===== src/rtl/stopwatch_counter_if.sv =====
// Button inputs and BCD display outputs between the stopwatch core and its environment.
// The master side drives the raw button levels; the slave side is the timekeeping core.
interface stopwatch_counter_if;
   logic       start_stop;
   logic       lap;
   logic       clear;
   logic [3:0] digit_0;
   logic [3:0] digit_1;
   logic [3:0] digit_2;
   logic [3:0] digit_3;
   logic [3:0] digit_4;
   logic [3:0] digit_5;
   logic       running;
   logic       overflow;

   modport master (
      output start_stop, lap, clear,
      input  digit_0, digit_1, digit_2, digit_3, digit_4, digit_5,
      input  running, overflow
   );

   modport slave (
      input  start_stop, lap, clear,
      output digit_0, digit_1, digit_2, digit_3, digit_4, digit_5,
      output running, overflow
   );
endinterface


===== src/rtl/stopwatch_counter.sv =====
// MM:SS.hh stopwatch core: button edge detection, run/pause/lap/clear control,
// tick prescaler and a single-edge BCD cascade feeding registered display digits.
module stopwatch_counter #(
   parameter int CLK_HZ  = 50000000,
   parameter int TICK_HZ = 100
) (
   input logic                clock,
   input logic                reset,
   stopwatch_counter_if.slave bus
);
   localparam int DIV = CLK_HZ / TICK_HZ;
   localparam int PW  = $clog2(DIV);
   localparam logic [PW-1:0] PRESC_LAST = PW'(DIV - 1);

   typedef enum logic [1:0] {IDLE, RUN, LAP_RUN, PAUSE} state_t;

   state_t           state_reg, state_next;
   logic [PW-1:0]    presc_reg, presc_next;
   logic [5:0][3:0]  count_reg, count_next;
   logic [5:0][3:0]  display_reg;
   logic             running_reg;
   logic             overflow_reg, overflow_next;
   logic             counting, tick, wrap, do_clear;

   logic [2:0] raw;
   logic [2:0] pulse;
   logic       ss_p, lap_p, clr_p;

   assign raw   = {bus.clear, bus.lap, bus.start_stop};
   assign ss_p  = pulse[0];
   assign lap_p = pulse[1];
   assign clr_p = pulse[2];

   // Two-stage synchronizer followed by a registered rising-edge detector per button.
   generate
      for (genvar gi = 0; gi < 3; gi++) begin : g_btn
         logic s1_reg, s2_reg, prev_reg, pulse_reg;
         always_ff @(posedge clock or posedge reset) begin
            if (reset) begin
               s1_reg    <= 1'b0;
               s2_reg    <= 1'b0;
               prev_reg  <= 1'b0;
               pulse_reg <= 1'b0;
            end else begin
               s1_reg    <= raw[gi];
               s2_reg    <= s1_reg;
               prev_reg  <= s2_reg;
               pulse_reg <= s2_reg & ~prev_reg;
            end
         end
         assign pulse[gi] = pulse_reg;
      end
   endgenerate

   always_comb begin
      state_next = state_reg;
      do_clear   = 1'b0;
      unique case (state_reg)
         IDLE: begin
            if (ss_p) state_next = RUN;
         end
         RUN: begin
            if (ss_p)       state_next = PAUSE;
            else if (lap_p) state_next = LAP_RUN;
         end
         LAP_RUN: begin
            if (ss_p)       state_next = PAUSE;
            else if (lap_p) state_next = RUN;
         end
         PAUSE: begin
            if (clr_p) begin
               state_next = IDLE;
               do_clear   = 1'b1;
            end else if (ss_p) begin
               state_next = RUN;
            end
         end
         default: state_next = IDLE;
      endcase
   end

   assign counting = (state_reg == RUN) || (state_reg == LAP_RUN);
   assign tick     = counting && (presc_reg == PRESC_LAST);

   always_comb begin
      presc_next = presc_reg;
      if (do_clear)      presc_next = '0;
      else if (tick)     presc_next = '0;
      else if (counting) presc_next = presc_reg + 1'b1;
   end

   function automatic logic [3:0] digit_limit(input int idx);
      return (idx == 3 || idx == 5) ? 4'd5 : 4'd9;
   endfunction

   // Carry ripples through all six digits combinationally so the whole cascade lands on one edge.
   always_comb begin
      logic c;
      c          = tick;
      count_next = count_reg;
      for (int i = 0; i < 6; i++) begin
         if (c) begin
            if (count_reg[i] == digit_limit(i)) begin
               count_next[i] = 4'd0;
            end else begin
               count_next[i] = count_reg[i] + 4'd1;
               c             = 1'b0;
            end
         end
      end
      wrap = c;
      if (do_clear) count_next = '0;
   end

   always_comb begin
      overflow_next = overflow_reg | wrap;
      if (do_clear) overflow_next = 1'b0;
   end

   always_ff @(posedge clock or posedge reset) begin
      if (reset) begin
         state_reg    <= IDLE;
         presc_reg    <= '0;
         count_reg    <= '0;
         display_reg  <= '0;
         running_reg  <= 1'b0;
         overflow_reg <= 1'b0;
      end else begin
         state_reg    <= state_next;
         presc_reg    <= presc_next;
         count_reg    <= count_next;
         overflow_reg <= overflow_next;
         running_reg  <= (state_next == RUN) || (state_next == LAP_RUN);
         // The display keeps the snapshot only while staying in LAP_RUN.
         if (!(state_reg == LAP_RUN && state_next == LAP_RUN))
            display_reg <= count_next;
      end
   end

   assign bus.digit_0  = display_reg[0];
   assign bus.digit_1  = display_reg[1];
   assign bus.digit_2  = display_reg[2];
   assign bus.digit_3  = display_reg[3];
   assign bus.digit_4  = display_reg[4];
   assign bus.digit_5  = display_reg[5];
   assign bus.running  = running_reg;
   assign bus.overflow = overflow_reg;
endmodule


===== src/flat_wrapper.sv =====
// flat-port wrapper written by rule: the top's interface ports become plain ports
module stopwatch_counter_flat 
#(
   parameter int CLK_HZ  = 50000000,
   parameter int TICK_HZ = 100
)
  (clock, reset, bus_start_stop, bus_lap, bus_clear, bus_digit_0, bus_digit_1, bus_digit_2, bus_digit_3, bus_digit_4, bus_digit_5, bus_running, bus_overflow);
  stopwatch_counter_if bus_i ();
  input logic clock;
  input logic reset;
  input wire logic [$bits(bus_i.start_stop)-1:0] bus_start_stop;
  input wire logic [$bits(bus_i.lap)-1:0] bus_lap;
  input wire logic [$bits(bus_i.clear)-1:0] bus_clear;
  output wire logic [$bits(bus_i.digit_0)-1:0] bus_digit_0;
  output wire logic [$bits(bus_i.digit_1)-1:0] bus_digit_1;
  output wire logic [$bits(bus_i.digit_2)-1:0] bus_digit_2;
  output wire logic [$bits(bus_i.digit_3)-1:0] bus_digit_3;
  output wire logic [$bits(bus_i.digit_4)-1:0] bus_digit_4;
  output wire logic [$bits(bus_i.digit_5)-1:0] bus_digit_5;
  output wire logic [$bits(bus_i.running)-1:0] bus_running;
  output wire logic [$bits(bus_i.overflow)-1:0] bus_overflow;
  assign bus_i.start_stop = bus_start_stop;
  assign bus_i.lap = bus_lap;
  assign bus_i.clear = bus_clear;
  assign bus_digit_0 = bus_i.digit_0;
  assign bus_digit_1 = bus_i.digit_1;
  assign bus_digit_2 = bus_i.digit_2;
  assign bus_digit_3 = bus_i.digit_3;
  assign bus_digit_4 = bus_i.digit_4;
  assign bus_digit_5 = bus_i.digit_5;
  assign bus_running = bus_i.running;
  assign bus_overflow = bus_i.overflow;
  stopwatch_counter #(.CLK_HZ(CLK_HZ), .TICK_HZ(TICK_HZ)) u_core (.clock(clock), .reset(reset), .bus(bus_i));
endmodule

===== config.mk =====
export PLATFORM = sky130hd
export DESIGN_NAME = stopwatch_counter_flat
export DESIGN_NICKNAME = d
export VERILOG_FILES = /design/src/rtl/stopwatch_counter_if.sv /design/src/rtl/stopwatch_counter.sv /design/src/flat_wrapper.sv
export SDC_FILE = /design/constraint.sdc
export NUM_CORES = 1
export LEC_CHECK = 0
export BUFFER_PORTS_ARGS = -buffer_cell sky130_fd_sc_hd__buf_2
export CELL_PAD_IN_SITES_DETAIL_PLACEMENT = 1
export CELL_PAD_IN_SITES_GLOBAL_PLACEMENT = 1
export CORE_MARGIN = 2
export CORE_UTILIZATION = 46
export CTS_CLUSTER_DIAMETER = 200
export DETAILED_ROUTE_END_ITERATION = 16
export HOLD_SLACK_MARGIN = 0.03
export PLACE_DENSITY = 0.82
export SLEW_MARGIN = 10
export SYNTH_ARGS = -nofsm -noshare
export SYNTH_HDL_FRONTEND = slang
export SYNTH_SLANG_ARGS = --single-unit

===== constraint.sdc =====
create_clock -name clock -period 3.5 [get_ports clock]
set_input_delay 0.7 -clock clock [delete_from_list [all_inputs] [get_ports clock]]
set_output_delay 0.7 -clock clock [all_outputs]
set_load 0.03 [all_outputs]

==> impl_results.md, run 1 <==
- CP bufs+invs: 0
- Mapped Avg Cell Area: 9.70 um^2
- Slowest cell on crit path: or4_1
- Initial antenna violation count: 0
- Area leader, netlist: dfrtp_1
- Post-synth EDFFs: 0
- Area share of fa/ha/maj cells after synthesis: 1.91%
- PwrDens: 471 nW/um^2
- Asr flop ratio synth: 100%
- Switching share of power: 28.9%
- Slew HR: 28.7%
- Minimum clock period: 2.96 ns
- Drt drc: 0
- CTS Sinks: 83
- Status: complete, no violations
- 1st-iter DRT viols: 120
- Port bufs: 30
- Clock latency on the worst-skew pair: 0.36 ns
- Highest fanout seen on the critical path: 15
- Vias per cell: 5.72
- Total grt overflow: 0
- Htree depth: 3
- Longest Clk Path Bufs: 2
- Total number of vias: 3106
- Post_cts resized: 0
- Critical path data required time: 3.79 ns
- Mux share of post-synthesis cell area: 1.78%
- Die Wd: 96.4 um
- Yosys Warn Count: 0
- Main combinational cell family by area after synthesis: simple AND/OR/NAND/NOR gates
- Cell area after synthesis: 3930 um^2
- Vias in the first global route: 3165
- Root Driver: clkbuf_8
- Max Fclk: 337 MHz
- Syn Inst Count: 405
- Largest cells by area after synthesis: dfrtp_1 (53%), nor2_1 (5.2%), nand2_1 (4.1%)
- Complex-gate fraction of the synthesized area: 10.5%
- Max-Cap Viols: 0
- Flops & latches, synth: 83
- DR WL/cell: 16.7 um
- Worst Hold Margin: 0.352 ns
- Clock share of power: 34.3%
- Largest net degree at the start of global routing: 63
- Diodes inserted: 0
- Commonest cells post-synth: dfrtp_1 (83), nor2_1 (54), nand2_1 (43)
- Final setup vio count: 0
- Sequential share of power: 51.3%
- Top Family by Delay on Critical Path: simple AND/OR/NAND/NOR gates
- Nets: 444
- Chip Height: 96.4 um
- CTS clk-pin slew, worst paths: 0.09 ns
- # hold bufs at CTS: 0
- Worst Tran Pin Value: 1.07 ns
- Area of the core: 8260 um^2
- Logic pwr share: 14.4%
- Crit end category: flop
- P_sw: 0.000598 W
- DR pass1 iterations: 6
- Total Wirelength: 9090 um
- Setup bufs post-CTS: 0
- Seq/Total Area, Yosys: 52.8%
- Critical Path AT: 3.26 ns
- Final hold violation count: 0
- Routed Antenna Nets: 0
- Net Count, Synth: 416
- Setup repair after global routing missed its margin: no
- P&R area growth vs syn: 11.8%
- Prevailing post-synth register cell: dfrtp_1
- Int Power: 0.00147 W
- First-pass GRT wire length: 15600 um
- Die Area: 9300 um^2
- Tcrit/Tclk final: 84.7%
- Cell mode on critical path: or4_1
- Synth top area share: 52.8%
- Tot GR Track Use: 21.6%
- Layout cells sized above 1: 12.6%
- Worst hold path type: reg2reg
- Worst-path cell chain: ha_1, nand4_1, or4_1, or4_1, or4_1, nand3_1
- Top-count cell post-synth: dfrtp_1
- Initial core utilization: 47.6%
- Critical path class: reg2reg
- Max reg flops: 24
- IO Count: 31
- Post-Synth XOR/XNOR Area: 6.02%
- Placer congestion estimate: 0.807
- Fill count: 959
- Num CTS Buffers: 9
- Final clock skew: 0.0154 ns
- CP Launch Type: flop
- Max IR drop VDD: 193 uV
- Simple-gate share of the synthesized area: 23.5%
- FP Rows: 33
- Lkg Pwr: 2.07 nW
- Synth unique cells: 48
- Critical path's largest stage delay: 0.85 ns
- Setup_tns: 0 ns
- HPWL Detailed: 6190 um
- TritonCTS clock tree: done
- Slew Limit Fails: 0
==> cell usage in the layout (no fill, tap or decap), types with 2 or more instances in the layout <==
cell type,count
and4b_1,2
inv_1,13
nand3b_1,2
a41o_1,2
nor4b_1,3
nand2_1,43
and2_1,2
clkinvlp_4,3
ha_1,6
nor3_1,7
o31ai_1,8
nor2_1,54
o21ai_0,23
dfrtp_1,83
a21oi_1,12
or4_1,5
mux2i_1,7
o22a_1,2
buf_4,8
nand4_1,8
and4_1,2
a21o_1,2
nor4_1,8
nand3_1,20
buf_2,30
xor2_1,15
nand2b_1,6
and3_1,3
nor4bb_1,3
nand4b_1,2
xnor2_1,12
a22oi_1,2
nor2b_1,8
o2111ai_1,3
clkbuf_8,10
==> power groups by stage <==
stage	clock network (W)	logic, W	registers, W
floorplan	0	0.000210	0.00108
global placement	0	0.000277	0.00108
detailed placement	0	0.000295	0.00108
CTS	0.000732	0.000303	0.00106
global route	0.000764	0.000342	0.00107
finish	0.000710	0.000299	0.00106
==> worst register-to-register path: stages (launching register included) <==
cell and delay [ns]:
dfrtp_1 0.39, ha_1 0.21, nand4_1 0.24, or4_1 0.85
or4_1 0.61, or4_1 0.51, nand3_1 0.09
==> final timing paths <==
kind,from,end,slack (ns),cells after the start
setup / recovery,u_core.presc_reg[0],u_core.bus.digit_4[3],0.54,6
hold / removal,u_core.g_btn[1].s1_reg,u_core.g_btn[1].s2_reg,0.35,0
setup reg to reg,u_core.presc_reg[0],u_core.bus.digit_4[3],0.54,6
hold reg to reg,u_core.g_btn[1].s1_reg,u_core.g_btn[1].s2_reg,0.35,0
max in group asynchronous,reset,u_core.bus.digit_0[0],2.12,3
min in group asynchronous,reset,u_core.bus.digit_1[2],0.57,2
==> layer usage <==
layer | GRT usage [%] | wire, um
met4 | 5.63 | 82
met1 | 29.9 | 4310
met3 | 3.96 | 270
met2 | 35.2 | 4430
met5 | 0 | 0
==> metrics by stage <==
stage | instances | total power, W | utilization [%] | worst slack [ns] | area (um^2)
2_1_floorplan | 405 | 0.00129 | - | 0.663 | 3930
3_3_place_gp | 527 | 0.00135 | 50.8 | 0.666 | 4190
3_5_place_dp | 527 | 0.00138 | 50.8 | 0.577 | 4190
4_1_cts | 543 | 0.00210 | 53.2 | 0.543 | 4390
5_1_grt | 543 | 0.00218 | 53.2 | 0.329 | 4390
6_report | 543 | 0.00207 | 53.2 | 0.536 | 4390
==> final cells by class <==
type | count | area [um^2] | area share [%]
multi-input combinational | 287 | 1720 | 39.1
clock buffer | 11 | 141 | 3.22
timing repair buffer | 38 | 210 | 4.78
clock inverter | 5 | 61.3 | 1.40
tap | 105 | 131 | 2.99
sequential | 83 | 2080 | 47.3
inverter | 14 | 53.8 | 1.22
==> logic make-up (layout without fill, tap and decap cells) <==
family / Yosys count / in the layout
adders and majority gates: 6 / 6
DFF: 83 / 83
muxes: 7 / 7
buffers and inverters: 35 / 68
AOI/OAI and AO/OA: 64 / 64
and+or+nand+nor: 183 / 183
xor gates and xnor gates: 27 / 27
(Power assumes the default switching activity.)
==> inputs of run 2 (changes only) <==
- CORE_UTILIZATION: 46 -> 42
- PLACE_DENSITY: 0.82 -> 0.79
- clock period: 3.5 -> 2.54 ns (I/O delays scaled with it)
==> run 2 against run 1 <==
Compared with the run above: sequential cell count unchanged; first-iteration DRC count down 2.5%; clock skew down 0.0069 ns; non-clock buffer count up 14; hold slack worse by 0.13 ns; sequential share of layout area down 2.2 points; critical endpoint unchanged.
==> impl_results.md, run 2 (same netlist as run 1, synthesis figures left out) <==
- Status: complete, no violations
- Placer congestion estimate: 0.818
- PwrDens: 670 nW/um^2
- Diodes inserted: 0
- DR WL/cell: 17.3 um
- Lkg Pwr: 2.17 nW
- Commonest non-fill, non-tap cell in the layout: dfrtp_1
- Dpl ws: -0.0344 ns
- CP Launch Type: flop
- Crit end category: flop
- Worst Hold Margin: 0.222 ns
- Final Util: 50.4%
- Root Driver: clkbuf_8
- Max IR drop VDD: 349 uV
- Critical path class: reg2reg
- HPWL Detailed: 6560 um
- Area of the core: 9150 um^2
- Critical path's largest stage delay: 0.58 ns
- Setup repair after global routing missed its margin: no
- Worst-path cell chain: ha_1, nand4_1, or4_4, or4_1, or4_1, nand3_1
- Total grt overflow: 0
- Tot GR Track Use: 20.6%
- Cell mode on critical path: or4_1
- Longest Clk Path Bufs: 2
- Final setup vio count: 0
- Leading cell types in the layout, fill and taps excluded: dfrtp_1 (82), nor2_1 (54), nand2_1 (43), buf_2 (30), o21ai_0 (21)
- Total number of vias: 3163
- TritonCTS clock tree: done
- CP bufs+invs: 0
- FF-to-FF path depth: 6
- Vias in the first global route: 3386
- Max Fclk: 409 MHz
- Vias per cell: 5.62
- Fin area: 4610 um^2
- Initial antenna violation count: 0
- Chip Height: 101 um
- 1st-iter DRT viols: 117
- Fill count: 1038
- Number of cells on the critical path: 6
- Final clock skew: 0.00849 ns
- Nets: 458
- Clock latency on the worst-skew pair: 0.36 ns
- Final hold violation count: 0
- Highest fanout seen on the critical path: 4
- Num CTS Buffers: 9
- Critical Path AT: 2.74 ns
- Htree depth: 3
- Total Wirelength: 9760 um
- Critical path data required time: 2.84 ns
- Drt drc: 0
- Area post-placement: 4320 um^2
- Routed Antenna Nets: 0
- Top Family by Delay on Critical Path: simple AND/OR/NAND/NOR gates
- Max-Cap Viols: 0
- Port bufs: 30
- CTS clk-pin slew, worst paths: 0.09 ns
- FP Rows: 35
- Die Area: 10100 um^2
- Footprint of the multi-input gates: 1770 um^2
- Dpl cells: 545
- Worst setup margin: 0.0964 ns
- Largest net degree at the start of global routing: 84
- Slowest cell on crit path: or4_4
- Worst hold path type: in2async
- Non-Filler Instances: 563
- Layout cells sized above 1: 18.6%
- Worst Tran Pin Value: 0.524 ns
- Max reg flops: 24
- First-pass GRT wire length: 16500 um
- Tcrit/Tclk final: 96.2%
- Slew HR: 64.6%
- Register Area: 2080 um^2
- Slew Limit Fails: 0
- CTS Sinks: 83
- Minimum clock period: 2.44 ns
- IO Count: 31
- P&R area growth vs syn: 17.3%
- Die Wd: 101 um
- DR pass1 iterations: 4
- Setup slack, reg-to-reg: 0.1 ns
- Initial core utilization: 42.9%
## run 2: final timing paths
check,start,to
setup / recovery,u_core.presc_reg[0],u_core.bus.digit_4[3]
hold / removal,reset,u_core.bus.digit_2[1]
setup reg to reg,u_core.presc_reg[0],u_core.bus.digit_4[3]
hold reg to reg,u_core.g_btn[0].s1_reg,u_core.g_btn[0].s2_reg
max in group asynchronous,reset,u_core.state_reg[0]
min in group clock,bus_start_stop,u_core.g_btn[0].s1_reg
## run 2: metrics by stage
| stage | total power [W] | TNS [ns] |
|---|---|---|
| 3_5_place_dp | 0.00194 | -0.0344 |
| 2_1_floorplan | 0.00180 | 0 |
| 5_1_grt | 0.00324 | 0 |
| 3_3_place_gp | 0.00190 | 0 |
| 6_report | 0.00309 | 0 |
| 4_1_cts | 0.00308 | 0 |
## run 2: layout make-up
type	instances	area share (%)
flip-flops and latches	83	45.1
multi-input cells	287	38.4
repair buffers	52	7.19
well taps	111	3.01
clock buffers	10	2.99
clock inverters	6	2.06
inverters	14	1.22
## run 2: metal layers
metal | share of wire (%) | global-route usage (%)
met1 | 46 | 27.1
met2 | 50 | 34.0
met3 | 3.1 | 4.58
met4 | 1.1 | 6.22
met5 | 0 | 0
## run 2: report_power, final
group          switching, W  leakage (nW)  total, W  internal [W]
sequential        0.0000657          1.12   0.00146       0.00139
combinational      0.000306         0.926  0.000518      0.000212
clock              0.000518         0.117   0.00111      0.000591
total              0.000890          2.17   0.00309       0.00220
## run 2: timing repair
action                     in CTS  in global routing
pin swaps                       0                  3
buffers inserted                2                  0
resized for setup               1                 13
setup endpoints to repair       8                 25
hold buffers                    0                  0
## run 2: worst reg2reg max path, stage by stage (launching register included)
cell	delay [ns]
dfrtp_1	0.40
ha_1	0.21
nand4_1	0.16
or4_4	0.58
or4_1	0.45
or4_1	0.50
nand3_1	0.09
